## config.mk

```make
export PLATFORM = sky130hd
export DESIGN_NAME = load_writeback_flat
export DESIGN_NICKNAME = d
export VERILOG_FILES = /design/src/rtl/load_pkg.sv /design/src/rtl/load_writeback_if.sv /design/src/rtl/load_extract.sv /design/src/rtl/load_writeback.sv /design/src/flat_wrapper.sv
export SDC_FILE = /design/constraint.sdc
export NUM_CORES = 1
export LEC_CHECK = 0
export ABC_AREA = 1
export CORE_ASPECT_RATIO = 1.4
export CORE_MARGIN = 5
export CORE_UTILIZATION = 50
export CTS_CLUSTER_SIZE = 25
export DETAILED_ROUTE_END_ITERATION = 7
export GPL_ROUTABILITY_DRIVEN = 0
export PLACE_DENSITY_LB_ADDON = 0.1
export SYNTH_ARGS = -nofsm -noshare
export SYNTH_HDL_FRONTEND = slang
export SYNTH_HIERARCHICAL = 1
export SYNTH_SLANG_ARGS = --single-unit
```

## constraint.sdc

```tcl
create_clock -name clk -period 2 [get_ports clk]
set_input_delay 0.4 -clock clk [delete_from_list [all_inputs] [get_ports clk]]
set_output_delay 0.4 -clock clk [all_outputs]
set_load 0.01 [all_outputs]
```

## src/rtl/load_pkg.sv

```systemverilog
// Shared definitions for the load/writeback unit: funct3 load encodings,
// the control state type and the request legality helper.
package load_pkg;

  localparam logic [2:0] FUNCT3_LB  = 3'b000;
  localparam logic [2:0] FUNCT3_LH  = 3'b001;
  localparam logic [2:0] FUNCT3_LW  = 3'b010;
  localparam logic [2:0] FUNCT3_LBU = 3'b100;
  localparam logic [2:0] FUNCT3_LHU = 3'b101;

  typedef enum logic [1:0] {
    IDLE      = 2'd0,
    WAIT_DATA = 2'd1,
    WRITE     = 2'd2
  } load_state_t;

  // A request is legal when funct3 names a supported load and the byte
  // offset is naturally aligned for the access size.
  function automatic logic load_request_ok(input logic [2:0] funct3,
                                           input logic [1:0] offset);
    logic ok_s;
    case (funct3)
      FUNCT3_LB, FUNCT3_LBU: ok_s = 1'b1;
      FUNCT3_LH, FUNCT3_LHU: ok_s = (offset[0] == 1'b0);
      FUNCT3_LW:             ok_s = (offset == 2'b00);
      default:               ok_s = 1'b0;
    endcase
    return ok_s;
  endfunction

endpackage

```

## src/rtl/load_writeback_if.sv

```systemverilog
// Request, cache and register-write signals of the load unit.
// slave: the load unit itself; master: the core / cache / register side.
interface load_writeback_if #(
  parameter int AddressBitWidth    = 5,
  parameter int MemAddressBitWidth = 32
) ();

  logic                          start;
  logic [MemAddressBitWidth-1:0] address;
  logic [2:0]                    funct3;
  logic [AddressBitWidth-1:0]    rd_in;
  logic                          busy;
  logic                          done;
  logic                          error;
  logic [MemAddressBitWidth-1:0] mem_address;
  logic                          mem_read_enable;
  logic [31:0]                   mem_data;
  logic                          mem_data_ready;
  logic [AddressBitWidth-1:0]    rd;
  logic                          rd_write_enable;
  logic [31:0]                   rd_data;

  modport slave (
    input  start, address, funct3, rd_in, mem_data, mem_data_ready,
    output busy, done, error, mem_address, mem_read_enable,
           rd, rd_write_enable, rd_data
  );

  modport master (
    output start, address, funct3, rd_in, mem_data, mem_data_ready,
    input  busy, done, error, mem_address, mem_read_enable,
           rd, rd_write_enable, rd_data
  );

endinterface

```

## src/rtl/load_extract.sv

```systemverilog
// Selects the addressed byte/halfword/word of a cache word and
// sign- or zero-extends it according to the load type.
module load_extract
  import load_pkg::*;
(
  input  logic [2:0]  funct3,
  input  logic [1:0]  offset,
  input  logic [31:0] word,
  output logic [31:0] value
);

  logic [7:0]  byte_s;
  logic [15:0] half_s;

  // Lane selection: byte by full offset, halfword by offset[1].
  always_comb begin
    byte_s = word[{offset, 3'b000} +: 8];
    half_s = word[{offset[1], 4'b0000} +: 16];
  end

  // Extension according to the load type.
  always_comb begin
    case (funct3)
      FUNCT3_LB:  value = {{24{byte_s[7]}}, byte_s};
      FUNCT3_LBU: value = {24'h000000, byte_s};
      FUNCT3_LH:  value = {{16{half_s[15]}}, half_s};
      FUNCT3_LHU: value = {16'h0000, half_s};
      FUNCT3_LW:  value = word;
      default:    value = 32'h0000_0000;
    endcase
  end

endmodule

```

## src/rtl/load_writeback.sv

```systemverilog
// Load unit: validates a load request, issues a word-aligned cache read,
// waits for the data, extracts/extends it and writes it to the register
// file as a one-cycle strobe. All outputs come straight from flops.
module load_writeback
  import load_pkg::*;
#(
  parameter int AddressBitWidth    = 5,
  parameter int MemAddressBitWidth = 32
) (
  input logic             clk,
  input logic             rst,
  load_writeback_if.slave bus
);

  load_state_t                   state_r, state_nx_s;
  logic                          busy_r, busy_nx_s;
  logic                          done_r, done_nx_s;
  logic                          error_r, error_nx_s;
  logic [MemAddressBitWidth-1:0] mem_address_r, mem_address_nx_s;
  logic                          mem_read_enable_r, mem_read_enable_nx_s;
  logic [AddressBitWidth-1:0]    rd_r, rd_nx_s;
  logic                          rd_write_enable_r, rd_write_enable_nx_s;
  logic [31:0]                   rd_data_r, rd_data_nx_s;
  logic [2:0]                    funct3_r, funct3_nx_s;
  logic [1:0]                    offset_r, offset_nx_s;
  logic [31:0]                   extract_value_s;
  logic                          request_ok_s;

  load_extract u_extract (
    .funct3 (funct3_r),
    .offset (offset_r),
    .word   (bus.mem_data),
    .value  (extract_value_s)
  );

  // Legality of the request currently on the inputs.
  always_comb begin
    request_ok_s = load_request_ok(bus.funct3, bus.address[1:0]);
  end

  // Next-state and next-output logic; pulses default low, the rest holds.
  always_comb begin
    state_nx_s           = state_r;
    busy_nx_s            = busy_r;
    done_nx_s            = 1'b0;
    error_nx_s           = 1'b0;
    mem_address_nx_s     = mem_address_r;
    mem_read_enable_nx_s = mem_read_enable_r;
    rd_nx_s              = rd_r;
    rd_write_enable_nx_s = 1'b0;
    rd_data_nx_s         = rd_data_r;
    funct3_nx_s          = funct3_r;
    offset_nx_s          = offset_r;
    case (state_r)
      IDLE: begin
        if (bus.start) begin
          if (request_ok_s) begin
            state_nx_s           = WAIT_DATA;
            busy_nx_s            = 1'b1;
            mem_read_enable_nx_s = 1'b1;
            mem_address_nx_s     = {bus.address[MemAddressBitWidth-1:2], 2'b00};
            funct3_nx_s          = bus.funct3;
            offset_nx_s          = bus.address[1:0];
            rd_nx_s              = bus.rd_in;
          end else begin
            error_nx_s = 1'b1;
          end
        end else begin
          state_nx_s = IDLE;
        end
      end
      WAIT_DATA: begin
        if (bus.mem_data_ready) begin
          state_nx_s           = WRITE;
          mem_read_enable_nx_s = 1'b0;
          rd_data_nx_s         = extract_value_s;
          rd_write_enable_nx_s = (rd_r != {AddressBitWidth{1'b0}});
          done_nx_s            = 1'b1;
        end else begin
          state_nx_s = WAIT_DATA;
        end
      end
      WRITE: begin
        state_nx_s = IDLE;
        busy_nx_s  = 1'b0;
      end
      default: begin
        state_nx_s           = IDLE;
        busy_nx_s            = 1'b0;
        mem_read_enable_nx_s = 1'b0;
      end
    endcase
  end

  // State and output registers with synchronous reset.
  always_ff @(posedge clk) begin
    if (rst) begin
      state_r           <= IDLE;
      busy_r            <= 1'b0;
      done_r            <= 1'b0;
      error_r           <= 1'b0;
      mem_address_r     <= {MemAddressBitWidth{1'b0}};
      mem_read_enable_r <= 1'b0;
      rd_r              <= {AddressBitWidth{1'b0}};
      rd_write_enable_r <= 1'b0;
      rd_data_r         <= 32'h0000_0000;
      funct3_r          <= 3'b000;
      offset_r          <= 2'b00;
    end else begin
      state_r           <= state_nx_s;
      busy_r            <= busy_nx_s;
      done_r            <= done_nx_s;
      error_r           <= error_nx_s;
      mem_address_r     <= mem_address_nx_s;
      mem_read_enable_r <= mem_read_enable_nx_s;
      rd_r              <= rd_nx_s;
      rd_write_enable_r <= rd_write_enable_nx_s;
      rd_data_r         <= rd_data_nx_s;
      funct3_r          <= funct3_nx_s;
      offset_r          <= offset_nx_s;
    end
  end

  assign bus.busy            = busy_r;
  assign bus.done            = done_r;
  assign bus.error           = error_r;
  assign bus.mem_address     = mem_address_r;
  assign bus.mem_read_enable = mem_read_enable_r;
  assign bus.rd              = rd_r;
  assign bus.rd_write_enable = rd_write_enable_r;
  assign bus.rd_data         = rd_data_r;

endmodule

```

## src/flat_wrapper.sv

```systemverilog
// flat-port wrapper written by rule: the top's interface ports become plain ports
module load_writeback_flat import load_pkg::*;
#(
  parameter int AddressBitWidth    = 5,
  parameter int MemAddressBitWidth = 32
)
  (clk, rst, bus_start, bus_address, bus_funct3, bus_rd_in, bus_mem_data, bus_mem_data_ready, bus_busy, bus_done, bus_error, bus_mem_address, bus_mem_read_enable, bus_rd, bus_rd_write_enable, bus_rd_data);
  load_writeback_if #(.AddressBitWidth(AddressBitWidth), .MemAddressBitWidth(MemAddressBitWidth)) bus_i ();
  input logic clk;
  input logic rst;
  input wire logic [$bits(bus_i.start)-1:0] bus_start;
  input wire logic [$bits(bus_i.address)-1:0] bus_address;
  input wire logic [$bits(bus_i.funct3)-1:0] bus_funct3;
  input wire logic [$bits(bus_i.rd_in)-1:0] bus_rd_in;
  input wire logic [$bits(bus_i.mem_data)-1:0] bus_mem_data;
  input wire logic [$bits(bus_i.mem_data_ready)-1:0] bus_mem_data_ready;
  output wire logic [$bits(bus_i.busy)-1:0] bus_busy;
  output wire logic [$bits(bus_i.done)-1:0] bus_done;
  output wire logic [$bits(bus_i.error)-1:0] bus_error;
  output wire logic [$bits(bus_i.mem_address)-1:0] bus_mem_address;
  output wire logic [$bits(bus_i.mem_read_enable)-1:0] bus_mem_read_enable;
  output wire logic [$bits(bus_i.rd)-1:0] bus_rd;
  output wire logic [$bits(bus_i.rd_write_enable)-1:0] bus_rd_write_enable;
  output wire logic [$bits(bus_i.rd_data)-1:0] bus_rd_data;
  assign bus_i.start = bus_start;
  assign bus_i.address = bus_address;
  assign bus_i.funct3 = bus_funct3;
  assign bus_i.rd_in = bus_rd_in;
  assign bus_i.mem_data = bus_mem_data;
  assign bus_i.mem_data_ready = bus_mem_data_ready;
  assign bus_busy = bus_i.busy;
  assign bus_done = bus_i.done;
  assign bus_error = bus_i.error;
  assign bus_mem_address = bus_i.mem_address;
  assign bus_mem_read_enable = bus_i.mem_read_enable;
  assign bus_rd = bus_i.rd;
  assign bus_rd_write_enable = bus_i.rd_write_enable;
  assign bus_rd_data = bus_i.rd_data;
  load_writeback #(.AddressBitWidth(AddressBitWidth), .MemAddressBitWidth(MemAddressBitWidth)) u_core (.clk(clk), .rst(rst), .bus(bus_i));
endmodule
```

==> flow_summary.json, run 1 <==
{
  "power.total_mw": 4.662,
  "path_max_fanout": 3,
  "drc": 0,
  "die_w_microns": 89.27,
  "total_leakage_power_nw": 2.700,
  "ys_top_cells_by_area": "dfxtp_1, nand2_1, nand3_1",
  "syn-instance-count": 646,
  "fin_area_sq_um": 6107,
  "cap_violations": 0,
  "grt_usage_pct": 22.68,
  "path_class": "reg2out",
  "ys_warn_count": 6,
  "ios": 150,
  "crit_start": "u_core/bus.rd[0]",
  "min-delay-start": "u_core/bus.rd_data[26]",
  "clk_path_buf_depth": 2,
  "grt_max_degree": 55,
  "grt.busiest_layer": "met2",
  "nets": 854,
  "cpLargestDelayFamily": "buffers and inverters",
  "setup_viol": 0,
  "ant_nets": 0,
  "worst_slew_pin_slew_ps": 619.5,
  "drtIter0Drc": 180,
  "wl_microns": 11950,
  "port_buffers": 147,
  "placedCellCount": 872,
  "antenna_found_initial": 0,
  "post-cts-setup-buffer-count": 0,
  "yosysTopAreaCellShare_pct": 35.96,
  "finalSetupTns_ps": 0,
  "dr.pass1.iters": 4,
  "p_seq_share_pct": 37.2,
  "slowest_delay_ps": 570,
  "clock_sinks": 79,
  "synth_cell_types": 23,
  "maxSlewViolCount": 0,
  "die_h_microns": 121.0,
  "p_sw_share_pct": 26.91,
  "vdd_drop_max_mv": 0.6910,
  "cts_tree": "done",
  "crit_required_ps": 1600,
  "skew_ps": 5.044,
  "cts_made_buffers": 9,
  "use_met3_pct": 6.522,
  "ctsResizeCount": 0,
  "crit_buf_inv": 1,
  "antenna_cells": 0,
  "route.vias.total": 4403,
  "post_drt_wl_per_cell_microns": 13.49,
  "worst_setup_path_start_kind": "flip-flop",
  "met1_usage_pct": 23.03,
  "endpoint_kind": "output pin",
  "std_cell_rows": 40,
  "die_area_sq_um": 10800,
  "clkLatencyLatePin_ps": 330,
  "num-fill-cells": 758,
  "synth_area_sq_um": 4398,
  "p_int_mw": 3.407,
  "hpwl_microns": 8668,
  "crit_slowest_cell": "clkdlybuf4s50_1",
  "switchingPower_mw": 1.254,
  "cts-root-buf": "clkbuf_16",
  "syn_avg_cell_area_sq_um": 6.808,
  "ctsHoldBuffers": 0,
  "outcome": "finished clean",
  "finalHoldViolCount": 0,
  "grt_pass1_vias": 4328,
  "layout_min_cycle_time_ps": 1701,
  "via_per_inst": 4.970,
  "overflow": 0,
  "area_growth_pct": 38.86,
  "fin_crit_sh_pct": 85.07,
  "worstPathCellList": "clkdlybuf4s50_1",
  "hp-class": "reg2reg",
  "fin_cells": 886,
  "power_frac_comb_pct": 23.0,
  "rsz0062_at_grt": "no",
  "fmax_mhz": 587.8,
  "slew-limit-headroom_pct": 58.39,
  "clockPowerShare_pct": 39.9,
  "clkTransAtPathRegs_ps": 60,
  "yosysTopAreaCell": "dfxtp_1",
  "drive_gt1_share_pct": 13.83,
  "rr_startpoint": "u_core/offset_r[1]",
  "whs_ps": 473.0,
  "initial_core_util_pct": 51.09,
  "powerDensity_nw_per_um2": 763.3,
  "met2_usage_pct": 40.31,
  "core_region_area_sq_um": 8608,
  "htree_num_levels": 3,
  "synth-seq-cells": 79,
  "grt_pass1_wl_microns": 19350,
  "ys_seq_area_share_pct": 35.96,
  "placed_area_sq_um": 5773,
  "worst_ep_arrival_time_ps": 1300
}
==> cell usage after synthesis <==
cell,n
nand3b_1,1
inv_2,2
buf_6,15
inv_1,74
a21oi_2,34
nand3_1,60
o21ai_0,9
buf_12,3
clkbuf_8,4
inv_4,2
nand2_4,1
nor2_4,2
nor2_2,2
buf_2,13
nor2_1,78
dfxtp_1,79
a21oi_1,42
nand2_2,36
nand2_1,180
conb_1,1
nor3_1,2
nand3_4,1
buf_4,5
==> registers in the layout, summed over array words and instances, names as in the netlist, 2 cells and up <==
register and flops:
u_core/bus.rd_data 32, u_core/bus.mem_address 30, u_core/bus.rd 5, u_core/funct3_r 3
u_core/offset_r 2, u_core/state_r 2
==> logic make-up (layout without fill, tap and decap cells) <==
kind of cell / Yosys count / in the layout / synth area share [%]
compound gates: 85 / 85 / 12.57
flops: 79 / 79 / 35.96
other cells: 1 / 2 / 0.08527
buf+inv: 118 / 252 / 15.56
simple gates: 363 / 363 / 35.82
==> power by group through the flow <==
stage | Sequential, mW | Clock [mW] | Combinational [mW]
6_report | 1.73 | 1.86 | 1.07
5_1_grt | 1.74 | 1.97 | 1.18
4_1_cts | 1.73 | 1.90 | 1.08
3_5_place_dp | 1.77 | 0 | 1.07
3_3_place_gp | 1.76 | 0 | 1.05
2_1_floorplan | 1.80 | 0 | 0.636
==> metal layers <==
metal / wire length [microns] / vias to the layer above
met1: 4239 / 1980
met3: 1004 / 34
li1: - / 2240
met5: 0 / -
met4: 448 / 0
met2: 6256 / 149
==> metrics by stage <==
step	worst slack [ps]	utilization, %
detailed placement	176.6	67.06
finish	298.7	70.94
CTS	276.5	70.94
global route	257.8	70.94
global placement	208.7	67.06
floorplan	761.4	-
==> worst paths after layout <==
check	slack (ps)	end	cells past startpoint
worst max-delay path	300	bus_rd[0]	1
worst min-delay path	470	u_core/bus.rd_data[26]	2
worst max register to register	410	u_core/bus.rd_data[25]	9
worst min register to register	470	u_core/bus.rd_data[26]	2
==> layout by cell type, fill, tap and decap left out, types with 5 or more instances in the layout <==
cell             instances
dfxtp_1                 79
inv_1                   74
buf_4                    8
nand2_2                 36
a21oi_2                 34
nor2_1                  78
clkbuf_16                9
buf_12                   5
a21oi_1                 42
nand3_1                 60
nand2_1                180
o21ai_0                  9
clkdlybuf4s50_1        146
==> area by class of cell <==
class / count / area (sq um) / area share (%)
well taps: 105 / 131.4 / 2.151
inverters: 78 / 297.8 / 4.876
flip-flops and latches: 79 / 1582 / 25.90
repair buffers: 160 / 1627 / 26.63
multi-input cells: 450 / 2136 / 34.97
clock buffers: 10 / 239.0 / 3.913
clock inverters: 4 / 95.09 / 1.557
No activity file was read; power rests on OpenSTA's default activity.
==> run 2: changes to the inputs <==
--- a/config.mk
+++ b/config.mk
@@ -17,3 +17,4 @@
 export SYNTH_HDL_FRONTEND = slang
 export SYNTH_HIERARCHICAL = 1
 export SYNTH_SLANG_ARGS = --single-unit
+export TNS_END_PERCENT = 50
==> results of run 2 <==
No change in the layout: final DEF, timing and power equal those of run 1.
